### src/rtl/fetch_unit.sv
// Single-outstanding instruction fetch FSM feeding a fetch-to-decode bus, with redirect handling.
// Optional performance counters are included when FETCH_PERF_COUNTERS_EN is defined.
module fetch_unit #(
    parameter int              ADDR_W   = 32,
    parameter int              INSN_W   = 32,
    parameter logic [ADDR_W-1:0] RESET_PC = '0
) (
    input  logic              clk,
    input  logic              reset_n,
    output logic              imem_req_valid,
    output logic [ADDR_W-1:0] imem_req_addr,
    input  logic              imem_req_ready,
    input  logic              imem_rsp_valid,
    input  logic [INSN_W-1:0] imem_rsp_data,
    input  logic              f2d_busy,
    output logic              f2d_send,
    output logic [ADDR_W-1:0] f2d_pc,
    output logic [INSN_W-1:0] f2d_insn,
    input  logic              redirect_valid,
    input  logic [ADDR_W-1:0] redirect_pc
`ifdef FETCH_PERF_COUNTERS_EN
    ,
    output logic [31:0]       perf_fetched,
    output logic [31:0]       perf_stall
`endif
);

    localparam logic [1:0] ST_REQ   = 2'd0;
    localparam logic [1:0] ST_WAIT  = 2'd1;
    localparam logic [1:0] ST_SEND  = 2'd2;
    localparam logic [1:0] ST_DRAIN = 2'd3;

    logic [1:0]        state_q, state_d;
    logic [ADDR_W-1:0] pc_q, pc_d;
    logic [INSN_W-1:0] hold_q, hold_d;
    logic              req_c;
    logic              send_c;

    // Redirect is evaluated first in every state so it overrides all other events.
    always_comb begin
        state_d = state_q;
        pc_d    = pc_q;
        hold_d  = hold_q;
        req_c   = 1'b0;
        send_c  = 1'b0;
        case (state_q)
            ST_REQ: begin
                if (redirect_valid) begin
                    pc_d = redirect_pc;
                end else begin
                    req_c = 1'b1;
                    if (imem_req_ready) state_d = ST_WAIT;
                end
            end
            ST_WAIT: begin
                if (redirect_valid) begin
                    pc_d    = redirect_pc;
                    state_d = imem_rsp_valid ? ST_REQ : ST_DRAIN;
                end else if (imem_rsp_valid) begin
                    hold_d  = imem_rsp_data;
                    state_d = ST_SEND;
                end
            end
            ST_SEND: begin
                if (redirect_valid) begin
                    pc_d    = redirect_pc;
                    state_d = ST_REQ;
                end else if (!f2d_busy) begin
                    send_c  = 1'b1;
                    pc_d    = pc_q + ADDR_W'(4);
                    state_d = ST_REQ;
                end
            end
            ST_DRAIN: begin
                if (redirect_valid) pc_d = redirect_pc;
                if (imem_rsp_valid) state_d = ST_REQ;
            end
            default: state_d = ST_REQ;
        endcase
    end

    always_ff @(posedge clk or negedge reset_n) begin
        if (!reset_n) begin
            state_q <= ST_REQ;
            pc_q    <= RESET_PC;
            hold_q  <= '0;
        end else begin
            state_q <= state_d;
            pc_q    <= pc_d;
            hold_q  <= hold_d;
        end
    end

    // Request valid is gated by reset_n so it drops the instant reset is asserted.
    assign imem_req_valid = req_c & reset_n;
    assign imem_req_addr  = pc_q;
    assign f2d_send       = send_c;
    assign f2d_pc         = send_c ? pc_q   : '0;
    assign f2d_insn       = send_c ? hold_q : '0;

`ifdef FETCH_PERF_COUNTERS_EN
    logic [31:0] fetched_q, stall_q;

    always_ff @(posedge clk or negedge reset_n) begin
        if (!reset_n) begin
            fetched_q <= '0;
            stall_q   <= '0;
        end else begin
            if (send_c) fetched_q <= fetched_q + 32'd1;
            if (state_q == ST_SEND && f2d_busy) stall_q <= stall_q + 32'd1;
        end
    end

    assign perf_fetched = fetched_q;
    assign perf_stall   = stall_q;
`endif

endmodule

### config.mk
export PLATFORM = sky130hd
export DESIGN_NAME = fetch_unit
export DESIGN_NICKNAME = d
export VERILOG_FILES = /design/src/rtl/fetch_unit.sv
export SDC_FILE = /design/constraint.sdc
export NUM_CORES = 1
export LEC_CHECK = 0
export ABC_AREA = 1
export CAP_MARGIN = 15
export CORE_UTILIZATION = 44
export CTS_CLUSTER_DIAMETER = 80
export CTS_CLUSTER_SIZE = 28
export DETAILED_ROUTE_END_ITERATION = 8
export HOLD_SLACK_MARGIN = 0.03
export PLACE_DENSITY_LB_ADDON = 0.12
export SYNTH_ARGS = -nofsm -noshare
export SYNTH_HDL_FRONTEND = slang
export SYNTH_SLANG_ARGS = --single-unit
### constraint.sdc
create_clock -name clk -period 1.55 [get_ports clk]
set_input_delay 0.2325 -clock clk [delete_from_list [all_inputs] [get_ports clk]]
set_output_delay 0.2325 -clock clk [all_outputs]
set_load 0.01 [all_outputs]
==> results.cfg, run 1 <==
[routing]
wl_per_cell_um = 14.6
drt_wl_total_um = 14400
route.antenna.remaining_nets = 0
drt_iter0_markers = 321
vias = 5050
wl_met2_um = 6940
dr.max_layer_used = met4
wl_met1_um = 5780
wl_met3_um = 1170
route.detailed.drc = 0
avgViaCountPerCell = 5.12
firstDrtPassIters = 5

[synth]
seq_area_frac_synth_pct = 39.6
ys_seq_elements = 66
synth_nets = 706
syn_area_per_cell_um2 = 6.56
syn-instance-count = 635
syn-cell-area_um2 = 4170
ys_warn_count = 0
synth.distinct_cells = 32

[final_layout]
multiInputGateArea_um2 = 2290
nNetsFinal = 942
seq_area_um2 = 1670
drive_gt1_share_pct = 31.1
mostFrequentLayoutCells = nand2_1, nor2_1, inv_1, clkdlybuf4s50_1, buf_4
final_util_pct = 73.2
num_antenna_cells = 0
area_growth_pct = 61.5
fill_cells = 712
layout_commonest_cell = nand2_1

[global_routing]
antenna_found_initial = 0
overflow = 0
grt_pass1_vias = 4721
grt_pass1_wl_um = 22200
grtUsageTotal_pct = 28.3
grt_max_degree = 67

[cts]
clock-root-buffer = clkbuf_8
clkLatencyLatePin_ns = 0.34
clk_pin_slew_ns = 0.08
cts_buffers = 9
clock-sinks = 66
cts_max_path_buffers = 2
htree_levels = 3
cts_tree = built

[critical_path]
crit_slowest_cell = dfrtp_1
r2r_start = imem_req_addr[12]
regToRegSetupSlack_ns = -0.01
critPathCaptureType = output pin
startpoint_type = flop
ff2ff_path_depth = 8
crit_chain = inv_2, nand3_4, nor2_4, inv_4, buf_12, nor2_1, buf_2
critPathRequiredTime_ns = 1.32
worstPathArrival_ns = 1.54
reg2reg_to = imem_req_addr[18]
critical_path_peak_fanout = 30
critical_path_class = reg -> out
max_stage_delay_ns = 0.39

[sta]
setup_viol = 66
slew_violations = 0
grt_setup_unrepaired = yes
hold_viol = 0
fin_setup_tns_ns = -12.69
period_share_pct = 115
worst_slack_ns = -0.225
clock_skew_ns = 0.00689
timing.fmax_mhz = 563
timing.slew.headroom_pct = 42.2
worst_pin_slew_ns = 0.868
period_needed_ns = 1.78

[place]
post-place-ws_ns = -0.604
place_congestion = 0.967
place.detailed.hpwl_um = 9510
io_buffers = 167

[floorplan]
start_util_pct = 45.3
ios = 168
die_y_um = 99.3
rows = 35
die_area_um2 = 9860
die_x_um = 99.3
core_um2 = 9200

[min_path]
min_path_type = in -> async

[status]
violations = negative setup slack
outcome = finished, violations left

[pwr]
seqPwrFrac_pct = 33.3
switching_share_pct = 37.4
p_sw_uw = 2950
leakage_uw = 0.00354
combPwrFrac_pct = 44.1
power.share.clock_pct = 22.6
p_int_uw = 4940
vdd_drop_max_uv = 720
pwr_density_cell_nw_per_um2 = 1170

[job]
cap_violations = 0
through the flow:
| step | hold WS, ns | cell area [um2] | cells | power (uW) |
|---|---|---|---|---|
| detailed placement | 0.503 | 6170 | 928 | 5600 |
| floorplan | -0.0631 | 4170 | 635 | 4210 |
| finish | 0.140 | 6730 | 987 | 7890 |
| global placement | 0.497 | 6170 | 928 | 5520 |
| global route | 0.204 | 6730 | 987 | 8370 |
| CTS | 0.173 | 6350 | 967 | 7510 |
sequential cells by signal, summed over array words and instances (netlist names):
name,count
imem_req_addr,32
hold_q,32
state_q,2
cells by family after synthesis:
family / synth area share, %
and+or+nand+nor: 38.4
AOI/OAI and AO/OA: 9.82
adders and majority gates: 0.300
buffers and inverters: 11.4
xor gates and xnor gates: 0.420
DFF: 39.6
cell usage after synthesis:
cell	n	share of area, %
nor2_1	160	14
nand2_1	149	13
inv_1	83	7.5
dfrtp_1	66	40
a21oi_1	39	4.7
nand3_1	37	4.4
o21ai_0	24	2.9
clkbuf_1	10	0.90
nor2_2	8	1.2
nand4_1	6	0.90
buf_2	5	0.60
o21ai_1	5	0.60
o22ai_1	5	0.75
buf_4	4	0.72
buf_6	4	1.1
inv_2	4	0.36
nor3_2	4	0.96
or2_2	3	0.45
a211oi_1	2	0.36
nand2_2	2	0.30
nor2_8	2	0.96
o21bai_1	2	0.36
xor2_1	2	0.42
buf_1	1	0.090
clkinv_4	1	0.21
ha_1	1	0.30
nand3_2	1	0.24
nand3_4	1	0.42
nand3b_2	1	0.27
nor2_4	1	0.27
nor3_1	1	0.12
o211ai_1	1	0.18
layer usage:
layer  track usage, %  vias up
met5                0        -
met4             12.7        0
met3             5.34       63
met2             47.8      278
met1             35.4     2271
li1                 -     2438
critical path, delay by kind of cell, from the launching register on:
family                 cells  cell delay, ns
buffers and inverters      4            0.47
AND/OR/NAND/NOR            3            0.33
flip-flops                 1            0.39
final cells by class:
type                            count  share of cell area, %
Multi-Input combinational cell    457                   34.0
Timing Repair Buffer              248                   30.2
Sequential cell                    66                   24.8
Inverter                           88                   5.21
Tap cell                          111                   2.06
Clock buffer                        9                   1.84
Clock inverter                      7                   1.75
Timing Repair inverter              1                  0.130
worst max path at each step:
stage,start,to,slack (ns),cells after the start
floorplan,state_q[0],f2d_insn[0],0.04,6
global placement,redirect_valid,f2d_pc[11],-0.53,8
detailed placement,redirect_valid,f2d_insn[27],-0.60,8
CTS,state_q[0],f2d_insn[1],-0.30,7
global route,state_q[0],f2d_pc[12],-0.33,7
finish,state_q[0],f2d_pc[27],-0.23,7
power by group through the flow:
stage	registers (uW)	clock network (uW)	logic, uW
floorplan	2720	0	1490
global placement	2690	0	2830
detailed placement	2720	0	2880
CTS	2620	1800	3090
global route	2690	1880	3800
finish	2630	1780	3480
repair_timing:
item,in CTS,in global routing
resized for setup,299,88
pin swaps,2,23
setup endpoints to repair,100,96
hold buffers,0,0
buffers inserted,24,19
cloned,0,2
Note: power is estimated with default switching activity, not from simulation.
==> run 2: changes to the inputs <==
--- a/config.mk
+++ b/config.mk
@@ -7,12 +7,16 @@
 export LEC_CHECK = 0
 export ABC_AREA = 1
 export CAP_MARGIN = 15
-export CORE_UTILIZATION = 44
+export CELL_PAD_IN_SITES_DETAIL_PLACEMENT = 0
+export CELL_PAD_IN_SITES_GLOBAL_PLACEMENT = 1
+export CORE_MARGIN = 2
+export CORE_UTILIZATION = 30
 export CTS_CLUSTER_DIAMETER = 80
 export CTS_CLUSTER_SIZE = 28
 export DETAILED_ROUTE_END_ITERATION = 8
 export HOLD_SLACK_MARGIN = 0.03
 export PLACE_DENSITY_LB_ADDON = 0.12
+export SLEW_MARGIN = 20
 export SYNTH_ARGS = -nofsm -noshare
 export SYNTH_HDL_FRONTEND = slang
 export SYNTH_SLANG_ARGS = --single-unit
==> run 2 against run 1 <==
The run still ends with negative setup slack left. Flip-flop and latch count unchanged. Critical endpoint is now f2d_pc[13]. Die area up 51%. Routed wire length increased by 3.4%. Non-clock buffer count up 1.
==> results.cfg, run 2 (same netlist as run 1, synthesis figures left out) <==
[final_layout]
layout_commonest_cell = nand2_1
final_area_um2 = 6880
area_growth_pct = 65.2
mostFrequentLayoutCells = nand2_1, nor2_1, inv_1, clkdlybuf4s50_1, buf_4
nNetsFinal = 942
drive_gt1_share_pct = 30.2
num_antenna_cells = 0

[pwr]
p_int_uw = 4930
power.share.clock_pct = 23.8
p_sw_uw = 2940
switching_share_pct = 37.4
leakage_uw = 0.00356
combPwrFrac_pct = 42.4
vdd_drop_max_uv = 499
seqPwrFrac_pct = 33.8
pwr_density_cell_nw_per_um2 = 1140

[cts]
htree_levels = 3
cts_buffers = 9
clk_pin_slew_ns = 0.06
clock-root-buffer = clkbuf_16
clock-sinks = 66
cts_tree = built
cts_max_path_buffers = 2
ctsHoldBuffers = 0
clkLatencyLatePin_ns = 0.34

[sta]
clock_skew_ns = 0.00587
period_needed_ns = 1.73
worst_slack_ns = -0.178
period_share_pct = 111
grt_setup_unrepaired = yes
setup_viol = 65
whs_ns = 0.121
worst_pin_slew_ns = 0.881
timing.fmax_mhz = 579
slew_violations = 0
hold_viol = 0
timing.slew.headroom_pct = 41.3

[place]
place_congestion = 0.875
place.detailed.hpwl_um = 10700
io_buffers = 167
post_dp_cell_area_um2 = 6370

[routing]
vias = 4771
firstDrtPassIters = 4
drt_iter0_markers = 199
wl_per_cell_um = 14.1
drt_wl_total_um = 14900
route.antenna.remaining_nets = 0
avgViaCountPerCell = 4.52
route.detailed.drc = 0

[critical_path]
critical_path_peak_fanout = 23
startpoint_type = flop
worstPathArrival_ns = 1.50
critPathRequiredTime_ns = 1.32
critPathCaptureType = output pin
critical_path_class = reg -> out

[status]
outcome = finished, violations left
violations = negative setup slack

[floorplan]
ios = 168
die_area_um2 = 14800
die_x_um = 122
rows = 43
start_util_pct = 30.4
core_um2 = 13700
die_y_um = 122

[global_routing]
grt_max_degree = 67
overflow = 0
grtUsageTotal_pct = 20.4
antenna_found_initial = 0
grt_pass1_vias = 4789
grt_pass1_wl_um = 23500

[job]
cap_violations = 0

[min_path]
min_path_type = in -> async
==> run 2: power by group through the flow <==
stage	Combinational [uW]	Clock, uW	Sequential, uW
global placement	2990	0	2700
finish	3340	1880	2660
global route	3730	2010	2730
CTS	3100	1920	2650
floorplan	1490	0	2720
detailed placement	3010	0	2720
==> run 2: stage by stage <==
step           utilization (%)  power [uW]  instances  TNS, ns  setup WS, ns
5_1_grt                   50.2        8470       1055   -16.99        -0.291
4_1_cts                   47.5        7670       1047   -11.27        -0.205
3_5_place_dp              46.5        5730       1012   -44.01        -0.575
6_report                  50.2        7870       1055    -9.88        -0.178
3_3_place_gp              46.5        5680       1012   -41.54        -0.570
2_1_floorplan                -        4210        635        0        0.0367
==> run 2: cell type report <==
class / count / area [um2]
flip-flops and latches: 66 / 1670
clock buffers: 10 / 239
fillers: 1419 / 6840
multi-input cells: 457 / 2320
well taps: 180 / 225
clock inverters: 5 / 31.3
repair buffers: 249 / 2050
inverters: 88 / 348
==> run 2: worst max-delay path, stage by stage, from the launching register on <==
cell and delay [ns]:
dfrtp_1 0.38, inv_2 0.08, nand3_4 0.08, nor2_4 0.12
inv_4 0.08, buf_16 0.17, nor2_1 0.09, buf_2 0.15
==> run 2: final timing paths <==
| path | start | end | slack, ns | depth (start not counted) |
|---|---|---|---|---|
| min in group clk | redirect_pc[1] | imem_req_addr[1] | 0.46 | 3 |
| setup / recovery | state_q[0] | f2d_pc[13] | -0.18 | 7 |
| hold / removal | reset_n | imem_req_addr[8] | 0.12 | 2 |
| hold reg to reg | hold_q[31] | hold_q[31] | 0.51 | 2 |
| max in group asynchronous | reset_n | imem_req_addr[22] | 0.77 | 2 |
| setup reg to reg | imem_req_addr[7] | imem_req_addr[29] | 0.04 | 11 |
==> run 2: metal layers <==
metal | track usage [%] | wire length (um) | part of all wire (%)
met1 | 25.2 | 6580 | 44
met2 | 34.2 | 7100 | 48
met5 | 0 | 0 | 0
met4 | 7.69 | 277 | 1.9
met3 | 5.06 | 954 | 6.4
==> run 2: repair_timing <==
| item | CTS | global route |
|---|---|---|
| gates cloned | 1 | 0 |
| endpoints found under the hold margin | 0 | 0 |
| buffers inserted | 19 | 12 |
| gates resized for setup | 316 | 90 |
| endpoints found under the setup margin | 103 | 98 |
| pin swaps | 1 | 26 |
